--- src/rtl/fpro_bus_arbiter_if.sv ---
// ---------------------------------------------------------------------------
// fpro_bus_arbiter_if
//   FPro MMIO-style bus bundle: chip select, write/read strobes, address,
//   write data, read data and a one-cycle completion pulse.
//
//   master modport : drives cs/wr/rd/addr/wr_data, observes rd_data/ready
//   slave  modport : observes cs/wr/rd/addr/wr_data, drives rd_data/ready
//
//   The arbiter presents a slave modport to each bus master and a master
//   modport toward the shared MMIO slave.  The MMIO slave has fixed timing,
//   so nothing drives ready on that instance.
// ---------------------------------------------------------------------------
interface fpro_bus_arbiter_if #(
  parameter int ADDR_W = 21,
  parameter int DATA_W = 32
);
  logic              cs;
  logic              wr;
  logic              rd;
  logic [ADDR_W-1:0] addr;
  logic [DATA_W-1:0] wr_data;
  logic [DATA_W-1:0] rd_data;
  logic              ready;

  modport master (output cs, wr, rd, addr, wr_data, input rd_data, ready);
  modport slave  (input cs, wr, rd, addr, wr_data, output rd_data, ready);
endinterface

--- src/rtl/fpro_bus_arbiter.sv ---
// ---------------------------------------------------------------------------
// fpro_bus_arbiter
//   Two-master arbiter in front of a single FPro MMIO slave.  Master 0 is the
//   MCS bridge, master 1 the hardware sequencer.  Every transaction takes
//   exactly three cycles: IDLE (arbitrate + register request), ISSUE (one
//   slave strobe cycle, read data captured at its end), DONE (one-cycle
//   ready pulse to the winner).
//
//   Ports
//     clk    : system clock, rising edge
//     reset  : synchronous, active-high
//     m0     : slave-side bus toward master 0
//     m1     : slave-side bus toward master 1
//     mmio   : master-side bus toward the shared MMIO slave (rd_data is
//              combinational from the slave)
//     grant  : index of the master owning the current / last transaction
//
//   Configuration
//     FPRO_ARB_FIXED_PRI_EN : when defined, master 0 always wins simultaneous
//     requests and no priority pointer exists.  Default build: round-robin
//     with a 1-bit pointer that flips to the master not just served.
// ---------------------------------------------------------------------------
module fpro_bus_arbiter #(
  parameter int ADDR_W = 21,
  parameter int DATA_W = 32
) (
  input  logic               clk,
  input  logic               reset,
  fpro_bus_arbiter_if.slave  m0,
  fpro_bus_arbiter_if.slave  m1,
  fpro_bus_arbiter_if.master mmio,
  output logic               grant
);

  typedef enum logic [1:0] {IDLE, ISSUE, DONE} state_t;

  state_t            state;
  state_t            state_nxt;

  logic              req0;
  logic              req1;
  logic              any_req;
  logic              win;

  logic [ADDR_W-1:0] addr_q;
  logic [DATA_W-1:0] wr_data_q;
  logic              op_wr_q;
  logic              grant_q;
  logic [DATA_W-1:0] rd_data0_q;
  logic [DATA_W-1:0] rd_data1_q;

  logic              issue_cs;
  logic              issue_wr;
  logic              issue_rd;
  logic              rdy0;
  logic              rdy1;

  // A chip select without a strobe is not a request.
  assign req0    = m0.cs & (m0.wr | m0.rd);
  assign req1    = m1.cs & (m1.wr | m1.rd);
  assign any_req = req0 | req1;

`ifdef FPRO_ARB_FIXED_PRI_EN
  // Master 0 wins whenever it asks; master 1 only when alone.
  assign win = ~req0;
`else
  logic ptr;
  // Pointer only matters on a tie; a lone requester always wins.
  assign win = (req0 & req1) ? ptr : req1;
`endif

  // State register
  always_ff @(posedge clk) begin
    if (reset) state <= IDLE;
    else       state <= state_nxt;
  end

  // Next state and bus strobes
  always_comb begin
    state_nxt = state;
    issue_cs  = 1'b0;
    issue_wr  = 1'b0;
    issue_rd  = 1'b0;
    rdy0      = 1'b0;
    rdy1      = 1'b0;
    case (state)
      IDLE: begin
        if (any_req) state_nxt = ISSUE;
      end
      ISSUE: begin
        issue_cs  = 1'b1;
        issue_wr  = op_wr_q;
        issue_rd  = ~op_wr_q;
        state_nxt = DONE;
      end
      DONE: begin
        rdy0      = ~grant_q;
        rdy1      = grant_q;
        state_nxt = IDLE;
      end
      default: state_nxt = IDLE;
    endcase
  end

  // Request capture in IDLE, read capture at end of ISSUE, pointer in DONE.
  // The slave only ever sees this registered copy, so masters changing
  // their inputs mid-flight cannot disturb the transaction.
  always_ff @(posedge clk) begin
    if (reset) begin
      addr_q     <= '0;
      wr_data_q  <= '0;
      op_wr_q    <= 1'b0;
      grant_q    <= 1'b0;
      rd_data0_q <= '0;
      rd_data1_q <= '0;
`ifndef FPRO_ARB_FIXED_PRI_EN
      ptr        <= 1'b0;
`endif
    end else begin
      if (state == IDLE && any_req) begin
        grant_q   <= win;
        addr_q    <= win ? m1.addr    : m0.addr;
        wr_data_q <= win ? m1.wr_data : m0.wr_data;
        // Write takes precedence when both strobes are high.
        op_wr_q   <= win ? m1.wr      : m0.wr;
      end
      if (state == ISSUE && !op_wr_q) begin
        if (grant_q) rd_data1_q <= mmio.rd_data;
        else         rd_data0_q <= mmio.rd_data;
      end
`ifndef FPRO_ARB_FIXED_PRI_EN
      if (state == DONE) ptr <= ~grant_q;
`endif
    end
  end

  assign mmio.cs      = issue_cs;
  assign mmio.wr      = issue_wr;
  assign mmio.rd      = issue_rd;
  assign mmio.addr    = addr_q;
  assign mmio.wr_data = wr_data_q;

  assign m0.ready     = rdy0;
  assign m1.ready     = rdy1;
  assign m0.rd_data   = rd_data0_q;
  assign m1.rd_data   = rd_data1_q;

  assign grant        = grant_q;

endmodule

--- src/flat_wrapper.sv ---
// flat-port wrapper written by rule: the top's interface ports become plain ports
module fpro_bus_arbiter_flat 
#(
  parameter int ADDR_W = 21,
  parameter int DATA_W = 32
)
  (clk, reset, grant, m0_cs, m0_wr, m0_rd, m0_addr, m0_wr_data, m0_rd_data, m0_ready, m1_cs, m1_wr, m1_rd, m1_addr, m1_wr_data, m1_rd_data, m1_ready, mmio_cs, mmio_wr, mmio_rd, mmio_addr, mmio_wr_data, mmio_rd_data, mmio_ready);
  fpro_bus_arbiter_if #(.ADDR_W(ADDR_W), .DATA_W(DATA_W)) m0_i ();
  fpro_bus_arbiter_if #(.ADDR_W(ADDR_W), .DATA_W(DATA_W)) m1_i ();
  fpro_bus_arbiter_if #(.ADDR_W(ADDR_W), .DATA_W(DATA_W)) mmio_i ();
  input  logic clk;
  input  logic reset;
  output logic grant;
  input wire logic [$bits(m0_i.cs)-1:0] m0_cs;
  input wire logic [$bits(m0_i.wr)-1:0] m0_wr;
  input wire logic [$bits(m0_i.rd)-1:0] m0_rd;
  input wire logic [$bits(m0_i.addr)-1:0] m0_addr;
  input wire logic [$bits(m0_i.wr_data)-1:0] m0_wr_data;
  output wire logic [$bits(m0_i.rd_data)-1:0] m0_rd_data;
  output wire logic [$bits(m0_i.ready)-1:0] m0_ready;
  input wire logic [$bits(m1_i.cs)-1:0] m1_cs;
  input wire logic [$bits(m1_i.wr)-1:0] m1_wr;
  input wire logic [$bits(m1_i.rd)-1:0] m1_rd;
  input wire logic [$bits(m1_i.addr)-1:0] m1_addr;
  input wire logic [$bits(m1_i.wr_data)-1:0] m1_wr_data;
  output wire logic [$bits(m1_i.rd_data)-1:0] m1_rd_data;
  output wire logic [$bits(m1_i.ready)-1:0] m1_ready;
  output wire logic [$bits(mmio_i.cs)-1:0] mmio_cs;
  output wire logic [$bits(mmio_i.wr)-1:0] mmio_wr;
  output wire logic [$bits(mmio_i.rd)-1:0] mmio_rd;
  output wire logic [$bits(mmio_i.addr)-1:0] mmio_addr;
  output wire logic [$bits(mmio_i.wr_data)-1:0] mmio_wr_data;
  input wire logic [$bits(mmio_i.rd_data)-1:0] mmio_rd_data;
  input wire logic [$bits(mmio_i.ready)-1:0] mmio_ready;
  assign m0_i.cs = m0_cs;
  assign m0_i.wr = m0_wr;
  assign m0_i.rd = m0_rd;
  assign m0_i.addr = m0_addr;
  assign m0_i.wr_data = m0_wr_data;
  assign m0_rd_data = m0_i.rd_data;
  assign m0_ready = m0_i.ready;
  assign m1_i.cs = m1_cs;
  assign m1_i.wr = m1_wr;
  assign m1_i.rd = m1_rd;
  assign m1_i.addr = m1_addr;
  assign m1_i.wr_data = m1_wr_data;
  assign m1_rd_data = m1_i.rd_data;
  assign m1_ready = m1_i.ready;
  assign mmio_cs = mmio_i.cs;
  assign mmio_wr = mmio_i.wr;
  assign mmio_rd = mmio_i.rd;
  assign mmio_addr = mmio_i.addr;
  assign mmio_wr_data = mmio_i.wr_data;
  assign mmio_i.rd_data = mmio_rd_data;
  assign mmio_i.ready = mmio_ready;
  fpro_bus_arbiter #(.ADDR_W(ADDR_W), .DATA_W(DATA_W)) u_core (.clk(clk), .reset(reset), .m0(m0_i), .m1(m1_i), .mmio(mmio_i), .grant(grant));
endmodule
--- config.mk ---
export PLATFORM = sky130hd
export DESIGN_NAME = fpro_bus_arbiter_flat
export DESIGN_NICKNAME = d
export VERILOG_FILES = /design/src/rtl/fpro_bus_arbiter_if.sv /design/src/rtl/fpro_bus_arbiter.sv /design/src/flat_wrapper.sv
export SDC_FILE = /design/constraint.sdc
export NUM_CORES = 1
export LEC_CHECK = 0
export ABC_AREA = 0
export CAP_MARGIN = 10
export CORE_AREA = 2 2 144 146
export DETAILED_ROUTE_END_ITERATION = 6
export DIE_AREA = 0 0 146 148
export PLACE_DENSITY_LB_ADDON = 0.1
export SYNTH_ARGS = -nofsm -noshare
export SYNTH_HDL_FRONTEND = slang
export SYNTH_SLANG_ARGS = --single-unit
--- constraint.sdc ---
create_clock -name clk -period 3.34 [get_ports clk]
set_input_delay 0.668 -clock clk [delete_from_list [all_inputs] [get_ports clk]]
set_output_delay 0.668 -clock clk [all_outputs]
set_load 0.01 [all_outputs]
==> impl_metrics.json, run 1 <==
{
  "final_net_count": 997,
  "syn_inst": 603,
  "mostFrequentLayoutCell": "clkdlybuf4s50_1",
  "synth_area_um2": 4960,
  "drtPass1Iterations": 4,
  "worst_setup_path_start_kind": "register",
  "hold_violations": 0,
  "die-width_um": 146,
  "timing.hold.ws_ps": 452,
  "ys_seq_area_share_pct": 49.3,
  "report.final.slew_viol_count": 0,
  "cpMaxStageDelayCell": "clkdlybuf4s50_1",
  "grt_overflow_total": 0,
  "grt_first_pass_wirelength_um": 26300,
  "clk_latency_ps": 410,
  "grt_antenna_before_repair": 0,
  "report.final.setup_viol": 0,
  "initial_core_util_pct": 24.7,
  "holdCritPathClass": "reg2reg",
  "tritoncts.num_buffers": 17,
  "cts.sink_count": 122,
  "synth-seq-cells": 122,
  "netlist.area_leader.share_pct": 49.3,
  "multi_input_logic_area_um2": 2300,
  "cell_pwr_density_nw_per_um2": 509,
  "critPathMaxFanout": 4,
  "finalSetupTns_ps": 0,
  "synthTopCellsByArea": "dfxtp_1, nand2_1, a311oi_2",
  "critical_path_buf_inv_count": 2,
  "clock_tree_root": "clkbuf_16",
  "synth.distinct_cells": 20,
  "power.leakage_nw": 2.99,
  "cp_top_family": "buffers and inverters",
  "fraction_of_final_layout_cells_with_drive_strength_greater_than_1_pct": 10.1,
  "grt_max_degree": 87,
  "h-tree-depth": 4,
  "io_pins": 270,
  "fmax_mhz": 392,
  "postSynthAreaPerCell_um2": 8.22,
  "unrepaired_setup_endpoints_after_global_routing": "false",
  "timing.final.crit_period_ps": 2550,
  "area_growth_pct": 71.0,
  "grtUsageTotal_pct": 15.4,
  "vias_in_the_first_global_route": 4987,
  "critical_path_required_ps": 2670,
  "cp_cell_sequence": "nand2b_1 -> inv_1 -> and2_1 -> clkdlybuf4s50_1",
  "setup.worst_path.end_class": "output pin",
  "tritoncts_clock_tree": "done",
  "fp.dieH_um": 148,
  "fillCellCount": 2033,
  "drt_iter0_markers": 213,
  "io_buffers": 268,
  "core_area_um2": 20000,
  "viasPerCell": 4.44,
  "crit_path_max_incr_delay_ps": 500,
  "ir_drop_worst_case_vdd_v": 0.000320,
  "detail-route-antenna-nets": 0,
  "design_power_total_mw": 4.32,
  "sequential_cell_area_um2": 2440,
  "drv.max_cap_violation_count": 0,
  "synth-warning-count": 0,
  "drt_wl_total_um": 16900,
  "timing.max_slew.rel_slack_pct": 45.3,
  "via_count": 5033,
  "cp.arrival_ps": 1880,
  "detailed_route_drc_error_count": 0,
  "tightestPinTransition_ps": 819,
  "cp_class": "reg2out",
  "outcome": "finished, final reports clean",
  "layout_common_cells": "clkdlybuf4s50_1, nand2_1, dfxtp_1",
  "clock_path_buffers": 2,
  "min_period_over_period_pct": 76.3,
  "finalWeightedCongestion": 0.742,
  "cts.reportedPaths.clkPinSlew_ps": 50,
  "detailed_place_hpwl_um": 12000,
  "fin_clk_skew_ps": 9.91,
  "placement_rows": 52,
  "final_core_utilization_pct": 42.3,
  "cts_post_setup_buffers_inserted": 0,
  "avgRoutedWirePerCell_um": 14.9,
  "hold_buffers": 0,
  "diodes": 0,
  "area_of_the_die_um2": 21600,
  "synth_nets": 750,
  "cts_resized": 0,
  "post-synth-top-area-cell": "dfxtp_1"
}
==> cell usage after synthesis, drive strengths merged <==
cell type  number
nor3            2
nand2         238
and2            1
dfxtp         122
buf            30
clkbuf         20
a211oi          1
a21oi          65
mux2i           1
a311oi         54
nor2b           1
inv             2
o21ai           2
nor3b           1
o21ba           1
o21bai          1
nand2b          2
nor2           59
==> layer usage <==
layer	track usage [%]	vias up	routed length [um]
met5	0	-	0
met4	5.63	0	268
met3	6.23	15	1580
met2	25.5	193	7780
met1	17.9	2322	7270
li1	-	2503	-
==> registers in the layout, summed over array words and instances, names as in the netlist <==
name and flops:
u_core.mmio.wr_data 32, u_core.mmio.addr 21, u_core.op_wr_q 1, u_core.m0.rd_data 32, u_core.grant 1, u_core.ptr 1
u_core.m1.rd_data 32, u_core.state 2
==> kinds of logic (layout without fill, tap and decap cells) <==
kind of cell | Yosys count | after routing | synth area share (%)
DFF | 122 | 122 | 49.3
AOI/OAI and AO/OA | 124 | 124 | 22.0
muxes | 1 | 1 | 0.202
buffers and inverters | 52 | 312 | 5.00
and+or+nand+nor | 304 | 304 | 23.6
==> worst min-delay path: stages (launching register included) <==
cell and delay, ps:
dfxtp_1 300, nand2_1 50, a21oi_1 50
==> cell type report <==
cell class              instances  share of cell area [%]
well taps                     270                    3.99
flip-flops and latches        122                    28.8
clock inverters                13                    1.70
multi-input cells             429                    27.1
clock buffers                  19                    5.23
repair buffers                278                    33.1
inverters                       2                  0.0886
==> through the flow <==
| step | worst slack (ps) | instance area, um2 | instances |
|---|---|---|---|
| floorplan | 1610 | 4960 | 603 |
| global placement | 561 | 7890 | 1101 |
| detailed placement | 508 | 7890 | 1101 |
| CTS | 753 | 8480 | 1133 |
| global route | 691 | 8480 | 1133 |
| finish | 791 | 8480 | 1133 |
==> power breakdown <==
group          internal, mW  leakage, nW  switching (mW)
clock network          1.12        0.276           0.691
logic                 0.472         1.71           0.400
registers              1.57        0.999          0.0631
total                  3.16         2.99            1.15
==> path summary, 6_finish.rpt <==
check	start	to	slack (ps)	cells past startpoint
min	u_core.m0.rd_data[29]$_SDFFE_PP0P_	u_core.m0.rd_data[29]$_SDFFE_PP0P_	450	2
max	u_core.state[1]$_SDFFE_PP0P_	mmio_wr	790	4
min reg2reg	u_core.m0.rd_data[29]$_SDFFE_PP0P_	u_core.m0.rd_data[29]$_SDFFE_PP0P_	450	2
max reg2reg	u_core.grant$_SDFFE_PP0P_	u_core.m1.rd_data[14]$_SDFFE_PP0P_	1590	5
Power figures use the tool's default switching activity.
==> run 2: changes to the inputs <==
- clock period: 3.34 -> 2.2 ns (I/O delays scaled with it)
==> run 2 against run 1 <==
Net effect:
- combinational power is 64% higher
- clock power is 45% higher
- non-clock buffer count increased by 17
- utilization grew 1.2 points
- register-to-register slack worse by 920 ps
- sequential power increased by 52%
- via count up 0.99%
- clock skew is 0.94 ps lower
- largest power group unchanged
==> impl_metrics.json, run 2 (synthesis results as in run 1) <==
{
  "via_count": 5083,
  "core_area_um2": 20000,
  "critPathMaxFanout": 4,
  "die-width_um": 146,
  "hold_path_cells": 2,
  "cp.arrival_ps": 1670,
  "grtUsageTotal_pct": 15.8,
  "fin_clk_skew_ps": 8.98,
  "clk_latency_ps": 410,
  "cts.sink_count": 122,
  "timing.final.crit_period_ps": 2110,
  "place_inst": 1118,
  "initial_core_util_pct": 24.7,
  "hold_violations": 0,
  "finalWeightedCongestion": 0.749,
  "drtPass1Iterations": 4,
  "critical_path_required_ps": 1760,
  "min_period_over_period_pct": 96.0,
  "area_growth_pct": 76.1,
  "met2_length_um": 7870,
  "fmax_mhz": 474,
  "tritoncts.num_buffers": 17,
  "grt_max_degree": 51,
  "fp.dieH_um": 148,
  "length_of_routed_wiring_on_met1_um": 7350,
  "grt_first_pass_wirelength_um": 27100,
  "worst_setup_path_start_kind": "register",
  "drt_wl_total_um": 17100,
  "fraction_of_final_layout_cells_with_drive_strength_greater_than_1_pct": 12.3,
  "timing.max_slew.rel_slack_pct": 70.8,
  "mostFrequentLayoutCell": "clkdlybuf4s50_1",
  "stdcell_area_um2": 8730,
  "report.final.setup_viol": 0,
  "drt_iter0_markers": 168,
  "grt_antenna_before_repair": 0,
  "viasPerCell": 4.42,
  "diodes": 0,
  "post_dp_cell_area_um2": 8170,
  "drv.max_cap_violation_count": 0,
  "power.leakage_nw": 3.12,
  "fillCellCount": 2013,
  "io_pins": 270,
  "holdCritPathClass": "in2reg",
  "vias_in_the_first_global_route": 5080,
  "layout_common_cells": "clkdlybuf4s50_1, nand2_1, dfxtp_1",
  "instances_no_fill": 1150,
  "final_net_count": 1014,
  "cts.reportedPaths.clkPinSlew_ps": 50,
  "detail-route-antenna-nets": 0,
  "report.final.slew_viol_count": 0,
  "setup.worst_path.end_class": "output pin",
  "unrepaired_setup_endpoints_after_global_routing": "false",
  "outcome": "finished, final reports clean",
  "clock_tree_root": "clkbuf_16",
  "cp_class": "reg2out",
  "grt_overflow_total": 0,
  "avgRoutedWirePerCell_um": 14.9,
  "cell_pwr_density_nw_per_um2": 748,
  "ir_drop_worst_case_vdd_v": 0.000509,
  "io_buffers": 268,
  "tightestPinTransition_ps": 436,
  "worst-r2r-cell-count": 6,
  "cts_post_setup_buffers_inserted": 0,
  "area_of_the_die_um2": 21600,
  "top_layer_used": "met4",
  "detailroute.wirelength.met3_um": 1650,
  "tritoncts_clock_tree": "done",
  "h-tree-depth": 4,
  "clock_path_buffers": 2,
  "detailed_route_drc_error_count": 0,
  "placement_rows": 52,
  "detailed_place_hpwl_um": 12500
}
[run 2: changes by cell type in the layout (fill, tap and decap cells not counted), sizes merged]
cell	previous run	this run
clkinv	5	7
dlygate4sd2	0	2
bufinv	2	1
buf	11	28
clkdlybuf4s50	267	265
clkbuf	19	18
[run 2: final cells by class]
type | count | area (um2) | area share [%]
timing repair buffer | 295 | 3080 | 35.3
sequential | 122 | 2450 | 28.0
multi-input combinational | 429 | 2300 | 26.4
clock buffer | 18 | 429 | 4.92
tap | 270 | 338 | 3.87
clock inverter | 14 | 124 | 1.42
inverter | 2 | 7.51 | 0.0860
[run 2: report_power, final]
part | internal [mW] | switching (mW) | total (mW)
clock network | 1.55 | 1.07 | 2.62
logic | 0.802 | 0.630 | 1.43
registers | 2.38 | 0.0936 | 2.47
total | 4.74 | 1.79 | 6.53
[run 2: timing repair]
item / CTS / global route
hold endpoints to repair: 0 / 0
hold buffers: 0 / 0
setup endpoints to repair: 3 / 2
gates cloned: 0 / 0
resized for setup: 4 / 2
[run 2: critical path, stage by stage, from the launching register on]
cell             delay [ps]
dfxtp_2                 350
nand2b_1                160
inv_1                    70
and2_1                  120
clkdlybuf4s50_1         570
[run 2: layer usage]
metal  track usage (%)  vias to the layer above
met5                 0                        -
met4              5.19                        0
met3              7.04                       14
met2              25.5                      207
met1              18.9                     2315
li1                  -                     2547
[run 2: metrics by stage]
step	total power [mW]	TNS, ps	hold WS [ps]	setup WS, ps	util (%)
finish	6.53	0	443	88.2	43.6
floorplan	3.12	0	481	702	-
CTS	6.65	0	429	14.3	43.5
global placement	3.95	0	442	3.15	40.8
detailed placement	3.97	-319	445	-37.6	40.8
global route	6.89	0	437	23.8	43.6
[run 2: worst paths after layout]
check / from / to / slack, ps
setup / recovery: u_core.state[1]$_SDFFE_PP0P_ / mmio_wr / 90
hold / removal: reset / u_core.state[1]$_SDFFE_PP0P_ / 440
setup reg to reg: u_core.state[1]$_SDFFE_PP0P_ / u_core.m0.rd_data[3]$_SDFFE_PP0P_ / 670
hold reg to reg: u_core.m1.rd_data[20]$_SDFFE_PP0P_ / u_core.m1.rd_data[20]$_SDFFE_PP0P_ / 450
